### src/rtl/mem_arbiter_if.sv
// Bus bundle between the two requesters, the arbiter and the shared data memory.
// slave is the arbiter's view; master is the requesters-plus-memory side.
interface mem_arbiter_if #(
    parameter int BUS_SIZE  = 32,
    parameter int ADDR_SIZE = 8
);
    logic                 req0;
    logic                 req1;
    logic                 we0;
    logic                 we1;
    logic [ADDR_SIZE-1:0] addr0;
    logic [ADDR_SIZE-1:0] addr1;
    logic [BUS_SIZE-1:0]  wdata0;
    logic [BUS_SIZE-1:0]  wdata1;
    logic                 gnt0;
    logic                 gnt1;
    logic                 rvalid0;
    logic                 rvalid1;
    logic [BUS_SIZE-1:0]  rdata0;
    logic [BUS_SIZE-1:0]  rdata1;
    logic                 mem_en;
    logic                 mem_we;
    logic [ADDR_SIZE-1:0] mem_addr;
    logic [BUS_SIZE-1:0]  mem_wdata;
    logic [BUS_SIZE-1:0]  mem_rdata;
    logic                 owner;

    modport slave (
        input  req0, req1, we0, we1, addr0, addr1, wdata0, wdata1, mem_rdata,
        output gnt0, gnt1, rvalid0, rvalid1, rdata0, rdata1,
               mem_en, mem_we, mem_addr, mem_wdata, owner
    );

    modport master (
        output req0, req1, we0, we1, addr0, addr1, wdata0, wdata1, mem_rdata,
        input  gnt0, gnt1, rvalid0, rvalid1, rdata0, rdata1,
               mem_en, mem_we, mem_addr, mem_wdata, owner
    );
endinterface

### src/rtl/mem_arbiter.sv
// Round-robin arbiter for two requesters sharing one synchronous-read memory,
// with a cap on back-to-back accesses by one owner while the other waits.
//
// state | meaning
// IDLE  | no grant
// OWN0  | requester 0 owns the memory (gnt0)
// OWN1  | requester 1 owns the memory (gnt1)
module mem_arbiter #(
    parameter int BUS_SIZE  = 32,
    parameter int ADDR_SIZE = 8,
    parameter int MAX_HOLD  = 16
) (
    input  logic          clk,
    input  logic          rst,
    mem_arbiter_if.slave  bus
);
    typedef enum logic [1:0] {IDLE = 2'd0, OWN0 = 2'd1, OWN1 = 2'd2} state_t;

    localparam logic [7:0] HOLD_LAST = 8'(MAX_HOLD - 1);

    state_t               state_q, state_d;
    logic                 owner_q, owner_d;
    logic [7:0]           hold_cnt_q, hold_cnt_d;
    logic                 rvalid0_q, rvalid0_d;
    logic                 rvalid1_q, rvalid1_d;
    logic                 acc0, acc1;
    logic [ADDR_SIZE-1:0] addr_mux;
    logic [BUS_SIZE-1:0]  wdata_mux;

    always_ff @(posedge clk or negedge rst) begin
        if (!rst) begin
            state_q    <= IDLE;
            owner_q    <= 1'b1;
            hold_cnt_q <= 8'd0;
            rvalid0_q  <= 1'b0;
            rvalid1_q  <= 1'b0;
        end else begin
            state_q    <= state_d;
            owner_q    <= owner_d;
            hold_cnt_q <= hold_cnt_d;
            rvalid0_q  <= rvalid0_d;
            rvalid1_q  <= rvalid1_d;
        end
    end

    always_comb begin
        acc0    = (state_q == OWN0) && bus.req0;
        acc1    = (state_q == OWN1) && bus.req1;
        state_d = state_q;
        case (state_q)
            IDLE: begin
                if (bus.req0 && bus.req1) state_d = owner_q ? OWN0 : OWN1;
                else if (bus.req0)        state_d = OWN0;
                else if (bus.req1)        state_d = OWN1;
            end
            OWN0: begin
                if (!bus.req0)                                state_d = bus.req1 ? OWN1 : IDLE;
                else if (bus.req1 && hold_cnt_q == HOLD_LAST) state_d = OWN1;
            end
            OWN1: begin
                if (!bus.req1)                                state_d = bus.req0 ? OWN0 : IDLE;
                else if (bus.req0 && hold_cnt_q == HOLD_LAST) state_d = OWN0;
            end
            default: state_d = IDLE;
        endcase

        owner_d = owner_q;
        if (state_d == OWN0) owner_d = 1'b0;
        if (state_d == OWN1) owner_d = 1'b1;

        // Only counts while the other side is actually waiting; any gap resets it.
        if (state_d != state_q)                           hold_cnt_d = 8'd0;
        else if ((acc0 && bus.req1) || (acc1 && bus.req0)) hold_cnt_d = hold_cnt_q + 8'd1;
        else                                              hold_cnt_d = 8'd0;

        rvalid0_d = acc0 && !bus.we0;
        rvalid1_d = acc1 && !bus.we1;
    end

    always_comb begin
        addr_mux  = '0;
        wdata_mux = '0;
        bus.mem_en = 1'b0;
        bus.mem_we = 1'b0;
        if (acc0) begin
            bus.mem_en = 1'b1;
            bus.mem_we = bus.we0;
            addr_mux   = bus.addr0;
            wdata_mux  = bus.wdata0;
        end else if (acc1) begin
            bus.mem_en = 1'b1;
            bus.mem_we = bus.we1;
            addr_mux   = bus.addr1;
            wdata_mux  = bus.wdata1;
        end
        bus.mem_addr  = addr_mux;
        bus.mem_wdata = wdata_mux;
    end

    assign bus.gnt0    = (state_q == OWN0);
    assign bus.gnt1    = (state_q == OWN1);
    assign bus.owner   = owner_q;
    assign bus.rvalid0 = rvalid0_q;
    assign bus.rvalid1 = rvalid1_q;
    assign bus.rdata0  = bus.mem_rdata;
    assign bus.rdata1  = bus.mem_rdata;
endmodule
### src/flat_wrapper.sv
// flat-port wrapper written by rule: the top's interface ports become plain ports
module mem_arbiter_flat 
#(
    parameter int BUS_SIZE  = 32,
    parameter int ADDR_SIZE = 8,
    parameter int MAX_HOLD  = 16
)
  (clk, rst, bus_req0, bus_req1, bus_we0, bus_we1, bus_addr0, bus_addr1, bus_wdata0, bus_wdata1, bus_mem_rdata, bus_gnt0, bus_gnt1, bus_rvalid0, bus_rvalid1, bus_rdata0, bus_rdata1, bus_mem_en, bus_mem_we, bus_mem_addr, bus_mem_wdata, bus_owner);
  mem_arbiter_if #(.BUS_SIZE(BUS_SIZE), .ADDR_SIZE(ADDR_SIZE)) bus_i ();
  input  logic clk;
  input  logic rst;
  input wire logic [$bits(bus_i.req0)-1:0] bus_req0;
  input wire logic [$bits(bus_i.req1)-1:0] bus_req1;
  input wire logic [$bits(bus_i.we0)-1:0] bus_we0;
  input wire logic [$bits(bus_i.we1)-1:0] bus_we1;
  input wire logic [$bits(bus_i.addr0)-1:0] bus_addr0;
  input wire logic [$bits(bus_i.addr1)-1:0] bus_addr1;
  input wire logic [$bits(bus_i.wdata0)-1:0] bus_wdata0;
  input wire logic [$bits(bus_i.wdata1)-1:0] bus_wdata1;
  input wire logic [$bits(bus_i.mem_rdata)-1:0] bus_mem_rdata;
  output wire logic [$bits(bus_i.gnt0)-1:0] bus_gnt0;
  output wire logic [$bits(bus_i.gnt1)-1:0] bus_gnt1;
  output wire logic [$bits(bus_i.rvalid0)-1:0] bus_rvalid0;
  output wire logic [$bits(bus_i.rvalid1)-1:0] bus_rvalid1;
  output wire logic [$bits(bus_i.rdata0)-1:0] bus_rdata0;
  output wire logic [$bits(bus_i.rdata1)-1:0] bus_rdata1;
  output wire logic [$bits(bus_i.mem_en)-1:0] bus_mem_en;
  output wire logic [$bits(bus_i.mem_we)-1:0] bus_mem_we;
  output wire logic [$bits(bus_i.mem_addr)-1:0] bus_mem_addr;
  output wire logic [$bits(bus_i.mem_wdata)-1:0] bus_mem_wdata;
  output wire logic [$bits(bus_i.owner)-1:0] bus_owner;
  assign bus_i.req0 = bus_req0;
  assign bus_i.req1 = bus_req1;
  assign bus_i.we0 = bus_we0;
  assign bus_i.we1 = bus_we1;
  assign bus_i.addr0 = bus_addr0;
  assign bus_i.addr1 = bus_addr1;
  assign bus_i.wdata0 = bus_wdata0;
  assign bus_i.wdata1 = bus_wdata1;
  assign bus_i.mem_rdata = bus_mem_rdata;
  assign bus_gnt0 = bus_i.gnt0;
  assign bus_gnt1 = bus_i.gnt1;
  assign bus_rvalid0 = bus_i.rvalid0;
  assign bus_rvalid1 = bus_i.rvalid1;
  assign bus_rdata0 = bus_i.rdata0;
  assign bus_rdata1 = bus_i.rdata1;
  assign bus_mem_en = bus_i.mem_en;
  assign bus_mem_we = bus_i.mem_we;
  assign bus_mem_addr = bus_i.mem_addr;
  assign bus_mem_wdata = bus_i.mem_wdata;
  assign bus_owner = bus_i.owner;
  mem_arbiter #(.BUS_SIZE(BUS_SIZE), .ADDR_SIZE(ADDR_SIZE), .MAX_HOLD(MAX_HOLD)) u_core (.clk(clk), .rst(rst), .bus(bus_i));
endmodule
### config.mk
export PLATFORM = sky130hd
export DESIGN_NAME = mem_arbiter_flat
export DESIGN_NICKNAME = d
export VERILOG_FILES = /design/src/rtl/mem_arbiter_if.sv /design/src/rtl/mem_arbiter.sv /design/src/flat_wrapper.sv
export SDC_FILE = /design/constraint.sdc
export NUM_CORES = 1
export LEC_CHECK = 0
export ABC_AREA = 1
export ABC_CLOCK_PERIOD_IN_PS = 5850
export CORE_AREA = 2 2 89 91
export DETAILED_ROUTE_END_ITERATION = 16
export DIE_AREA = 0 0 91 93
export PLACE_DENSITY = 0.74
export SYNTH_ARGS = -nofsm -noshare
export SYNTH_HDL_FRONTEND = slang
export SYNTH_SLANG_ARGS = --single-unit
### constraint.sdc
create_clock -name clk -period 5.85 [get_ports clk]
set_clock_uncertainty 0.1 [all_clocks]
set_input_delay 1.17 -clock clk [delete_from_list [all_inputs] [get_ports clk]]
set_output_delay 1.17 -clock clk [all_outputs]
set_load 0.005 [all_outputs]
## Word level (Yosys, flattened, before mapping)

Cells that the tools add are included.

- Memories: 0
- Bits in latches: 0
- Bits in writable memories: 0
- ROM bits: 0
- Register bits after elaboration: 13
- Word-level logic and storage cells: 49

- Bitwise gates (word level): 0
- Div/mod/pow operators: 0
- Muxes and demuxes: 23
- Equality and inequality tests: 6
- $add $sub $neg: 1
- Reduce and logical (&&, ||, !) cells: 14
- Order comparisons: 0
- $mul: 0
- Shifts and indexed selects: 0

Operator list:

| kind | count |
|---|---|
| $mux 32 | 2 |
| $mux 8 | 4 |
| $mux 2 | 9 |
| $logic_and 1x1->1 | 9 |
| $add 8x1->8 const B | 1 |
| $eq 8x4->1 const B | 1 |
| $mux 1 | 7 |
| $pmux 2 s3 | 1 |
| $eq 2x1->1 const B | 2 |
| $eq 2x2->1 const B | 2 |
| $logic_not 1->1 | 2 |
| $logic_not 2->1 | 1 |
| $ne 2x2->1 | 1 |
| $reduce_bool 2->1 | 1 |
| $logic_or 1x1->1 | 1 |

## Longest topological paths before layout

- Word-level depth: 8
- Gate-level depth with buffers: 10
- Depth with buffers taken out: 10

## Worst setup path after synthesis

No wires, ideal clock.

- Path kind: in2out
- Start: input port bus_req1
- End: output port bus_mem_we
- Arrival time: 1.735 ns
- Path slack: 2.845 ns
- Stages: 5
- Buffers on the path: 1
- Cells stage by stage: inv_2 nor2_4 buf_4 nand2_1 a21oi_1

- Longest elaborated chain between the ends: 3

RTL lines:

| what | RTL line | source |
|---|---|---|
| start, declared | flat_wrapper.sv:13 | `input wire logic [$bits(bus_i.req1)-1:0] bus_req1;` |
| $logic_and 1x1->1 | mem_arbiter.sv:48 | `acc1 = (state_q == OWN1) && bus.req1;` |
| $mux 1 | mem_arbiter.sv:90 | `end else if (acc1) begin` |
| $mux 1 | mem_arbiter.sv:85 | `if (acc0) begin` |
| end, declared | flat_wrapper.sv:28 | `output wire logic [$bits(bus_i.mem_we)-1:0] bus_mem_we;` |

No other way between the ends.

## Final worst setup path

- Start: input port bus_req0
- End: output port bus_mem_we

- Longest elaborated chain between the ends: 2

RTL lines:

| what | RTL line | source |
|---|---|---|
| start, declared | flat_wrapper.sv:12 | `input wire logic [$bits(bus_i.req0)-1:0] bus_req0;` |
| $logic_and 1x1->1 | mem_arbiter.sv:47 | `acc0 = (state_q == OWN0) && bus.req0;` |
| $mux 1 | mem_arbiter.sv:85 |  |

No other way between the ends.

==> flow_summary.rst <==
.. list-table::
   :header-rows: 1

   * - Metric
     - Value
   * - Net count, final
     - 395
   * - DP Wirelength
     - 4509 um
   * - Number of H-tree levels
     - 1
   * - Max-slew violation total from the final report
     - 0
   * - Avg Inst Size Synth
     - 7.860 um^2
   * - Portion of total power attributed to sequential cells
     - 17.2%
   * - Worst flop-to-flop path startpoint
     - u_core.state_q[1]
   * - DR DRC count
     - 0
   * - Share of post-route cells with drive strength above 1
     - 7.664%
   * - Cell at the root of the clock tree
     - sky130_fd_sc_hd__clkbuf_8
   * - Initial antenna violation count
     - 0
   * - Vias/cell
     - 4.261
   * - Kind of end point of the critical path
     - output port
   * - Maxcap violations
     - 0
   * - Number of different library cells in the post-synthesis netlist
     - 24
   * - Fillers
     - 793
   * - Pre-CTS setup slack
     - 1.024 ns
   * - Global-route total usage across every layer
     - 11.55%
   * - Pin count of the biggest net entering global routing
     - 44
   * - Die outline height
     - 93 um
   * - Critical path's slowest cell
     - sky130_fd_sc_hd__nor2_4
   * - Leakage
     - 1.044 nW
   * - Register-to-Register Path Depth
     - 8
   * - Met3 track demand over resource
     - 3.707%
   * - Critical path data required time
     - 4.58 ns
   * - FF-to-FF End
     - u_core.bus.owner
   * - Class of the tightest hold or removal check
     - reg2reg
   * - Horiz. Die Dim
     - 91 um
   * - Total grt overflow
     - 0
   * - Port Buffers
     - 132
   * - Clock-pin transition on the worst setup and hold timing paths
     - 0.05 ns
   * - Clock Tree Buf Depth
     - 2
   * - Worst Max-Slew Pin Slew
     - 0.9392 ns
   * - Clock buffers created by TritonCTS
     - 3
   * - Cell Rows
     - 32
   * - Finished Core Util
     - 34.82%
   * - Global Route met1 Usage
     - 12.25%
   * - Clock period minus worst slack
     - 4.791 ns
   * - Total of warnings raised by yosys
     - 0
   * - Placeable core region
     - 7527 um^2
   * - Largest fanout on the critical path
     - 43
   * - Clock insertion delay at the later pin of the skew report
     - 0.24 ns
   * - Global-route wire length before repair
     - 8114 um
   * - Final Hold Vio Count
     - 0
   * - Startpoint type of the worst setup path
     - input port
   * - Switching part of the total
     - 34.96%
   * - Total inserted antenna cells
     - 0
   * - Power Density
     - 253.4 nW/um^2
   * - Setup Buffers After CTS
     - 0
   * - Critical path launch point
     - bus_req0
   * - Max_slew headroom
     - 37.24%
   * - Final Total Pwr
     - 664.3 uW
   * - Internal
     - 432.1 uW
   * - Setup repair after global routing missed its margin
     - false
   * - Post-Synthesis Net Count
     - 329
   * - Dpl cell area
     - 2576 um^2
   * - Total standard cell area after synthesis
     - 1643 um^2
   * - Per-cell routed wire length
     - 14.52 um
   * - VDD IR-drop max
     - 0.2702 mV
   * - Worst Path Class, Setup
     - in2out
   * - Total die area
     - 8463 um^2
   * - Final standard cell count with taps included and fillers excluded
     - 376
   * - Vias
     - 1602
   * - Count of nets left with antenna violations after detail routing
     - 0
   * - Busiest metal layer after global routing
     - met2
   * - CP Data Arrival Time
     - 3.52 ns
   * - Final-layout setup total negative slack
     - 0 ns
   * - RePlAce Congestion
     - 0.8661
   * - Number of placed I/O pins
     - 229
   * - Bufs and invs on worst path
     - 4
   * - Cell total after placement
     - 372
   * - Achievable Freq
     - 208.7 MHz
   * - Clock Power Share
     - 12.1%
   * - Final critical-path share of the clock period
     - 81.89%
   * - Result of the run
     - complete, no violations
   * - Timing endpoint of the critical path
     - bus_mem_we
   * - Number of sinks on the clock net
     - 13
   * - Vias in the first global route
     - 1631
   * - Switching Power
     - 232.3 uW
   * - Number of hold-repair buffers added at the cts stage
     - 0
   * - DRT iter0 DRCs
     - 38
   * - Setup violations, final
     - 0
   * - Final worst slack
     - 1.059 ns
   * - CP Depth
     - 7
   * - Cells resized by post-CTS repair
     - 0
   * - Synthesis-to-layout area growth
     - 59.56%
   * - Global Route met2 Usage
     - 21.30%
   * - CTS tree
     - yes
   * - Combinational share of power
     - 70.6%
   * - Worst hold slack
     - 0.4690 ns
   * - Number of detailed-routing iterations run before antenna repair
     - 4
   * - Wire length reported by the detailed router
     - 5461 um
   * - Critical path's largest stage delay
     - 0.74 ns
   * - Proportion of synthesized chip area in sequential cells
     - 19.88%
   * - Final std cell area, no fill
     - 2621 um^2
   * - Total of flip-flops plus latches after synthesis
     - 13
   * - Flop-to-flop setup slack
     - 3.39 ns
   * - Cells after synthesis
     - 209
   * - Kind of cell with the highest combined delay on the critical path
     - buffers and inverters
   * - Effective utilization at floorplan
     - 21.83%
   * - Worst path cell trace
     - clkdlybuf4s50_1 -> inv_1 -> nor2_4 -> inv_1 -> nor2_1 -> a21oi_1 -> clkdlybuf4s50_1
[worst min-delay path by stage]
| stage | from | endpoint | slack [ns] | cells past startpoint |
|---|---|---|---|---|
| after floorplan | u_core.hold_cnt_q[0] | u_core.hold_cnt_q[0] | 0.41 | 2 |
| after global placement | u_core.hold_cnt_q[0] | u_core.hold_cnt_q[0] | 0.43 | 2 |
| after detailed placement | u_core.hold_cnt_q[0] | u_core.hold_cnt_q[0] | 0.45 | 2 |
| after CTS | u_core.hold_cnt_q[0] | u_core.hold_cnt_q[0] | 0.46 | 2 |
| after global routing | u_core.hold_cnt_q[0] | u_core.hold_cnt_q[0] | 0.51 | 2 |
| final | u_core.hold_cnt_q[0] | u_core.hold_cnt_q[0] | 0.47 | 2 |
[cell usage after synthesis, drive strengths merged]
library cell,number,share of area (%)
nand4,3,1.9
nand2,22,5.3
o21ai,3,0.91
nor3,2,0.61
buf,72,32
inv,15,3.4
a21oi,8,2.9
dfrtp,12,18
a22o,40,21
dfstp,1,1.6
o211ai,1,0.76
nor3b,3,1.4
or2,1,0.38
nor2,18,5.6
nand3,5,1.5
mux2,1,0.69
ha,2,1.5
[tightest hold or removal path, cell delays in order (launching register included)]
cell                      delay [ns]
sky130_fd_sc_hd__dfrtp_1        0.37
sky130_fd_sc_hd__or2_1          0.12
sky130_fd_sc_hd__nor2_1         0.04
[power by group through the flow]
stage / Sequential, mW / Combinational [mW] / Clock (mW)
2_1_floorplan: 0.114 / 0.250 / 0
3_3_place_gp: 0.115 / 0.465 / 0
3_5_place_dp: 0.116 / 0.473 / 0
4_1_cts: 0.114 / 0.475 / 0.0823
5_1_grt: 0.117 / 0.508 / 0.0867
6_report: 0.115 / 0.469 / 0.0805
[sequential cells by signal (all words and copies together), names as in the netlist]
signal / cells
u_core.bus.rvalid1: 1
u_core.hold_cnt_q: 8
u_core.state_q: 2
u_core.bus.owner: 1
u_core.bus.rvalid0: 1
[cell type report]
type	count	area, um^2	area share (%)
Tap cell	102	127.6	4.869
Timing Repair Buffer	133	1329	50.69
Multi-Input combinational cell	109	737.0	28.11
Inverter	15	56.30	2.148
Sequential cell	13	326.6	12.46
Clock buffer	4	45.04	1.718
[cells in the final DEF (no fill, tap or decap)]
master                            Yosys  routed
sky130_fd_sc_hd__clkdlybuf4s50_1      0     132
sky130_fd_sc_hd__a22o_1              40      40
sky130_fd_sc_hd__nand2_1             20      20
sky130_fd_sc_hd__nor2_1              14      14
sky130_fd_sc_hd__dfrtp_1             12      12
sky130_fd_sc_hd__inv_1               11      11
sky130_fd_sc_hd__a21oi_1              6       6
sky130_fd_sc_hd__nand3_1              5       5
sky130_fd_sc_hd__inv_2                4       4
sky130_fd_sc_hd__nor2_4               3       3
sky130_fd_sc_hd__o21ai_0              3       3
sky130_fd_sc_hd__nor3b_1              3       3
sky130_fd_sc_hd__clkbuf_8             0       3
sky130_fd_sc_hd__nand2_2              2       2
sky130_fd_sc_hd__nand4_2              2       2
sky130_fd_sc_hd__a21oi_2              2       2
sky130_fd_sc_hd__nor3_1               2       2
sky130_fd_sc_hd__ha_1                 2       2
sky130_fd_sc_hd__nor2_2               1       1
sky130_fd_sc_hd__nand4_1              1       1
sky130_fd_sc_hd__o211ai_2             1       1
sky130_fd_sc_hd__or2_1                1       1
sky130_fd_sc_hd__mux2_2               1       1
sky130_fd_sc_hd__clkbuf_1             0       1
sky130_fd_sc_hd__buf_4               65       1
sky130_fd_sc_hd__dfstp_2              1       1
[logic make-up after synthesis]
logic type,Yosys count,share of synthesized area [%]
mux,1,0.6854
compound gates,52,25.90
fa+ha+maj,2,1.523
buf+inv,87,35.26
flops,13,19.88
simple gates,54,16.76
[routing by layer]
| layer | vias to the layer above | part of all wire (%) |
|---|---|---|
| met3 | 24 | 8.8 |
| met2 | 84 | 51 |
| li1 | 784 | - |
| met4 | 0 | 2.9 |
| met1 | 710 | 37 |
| met5 | - | 0 |
No activity file was read; power rests on OpenSTA's default activity.
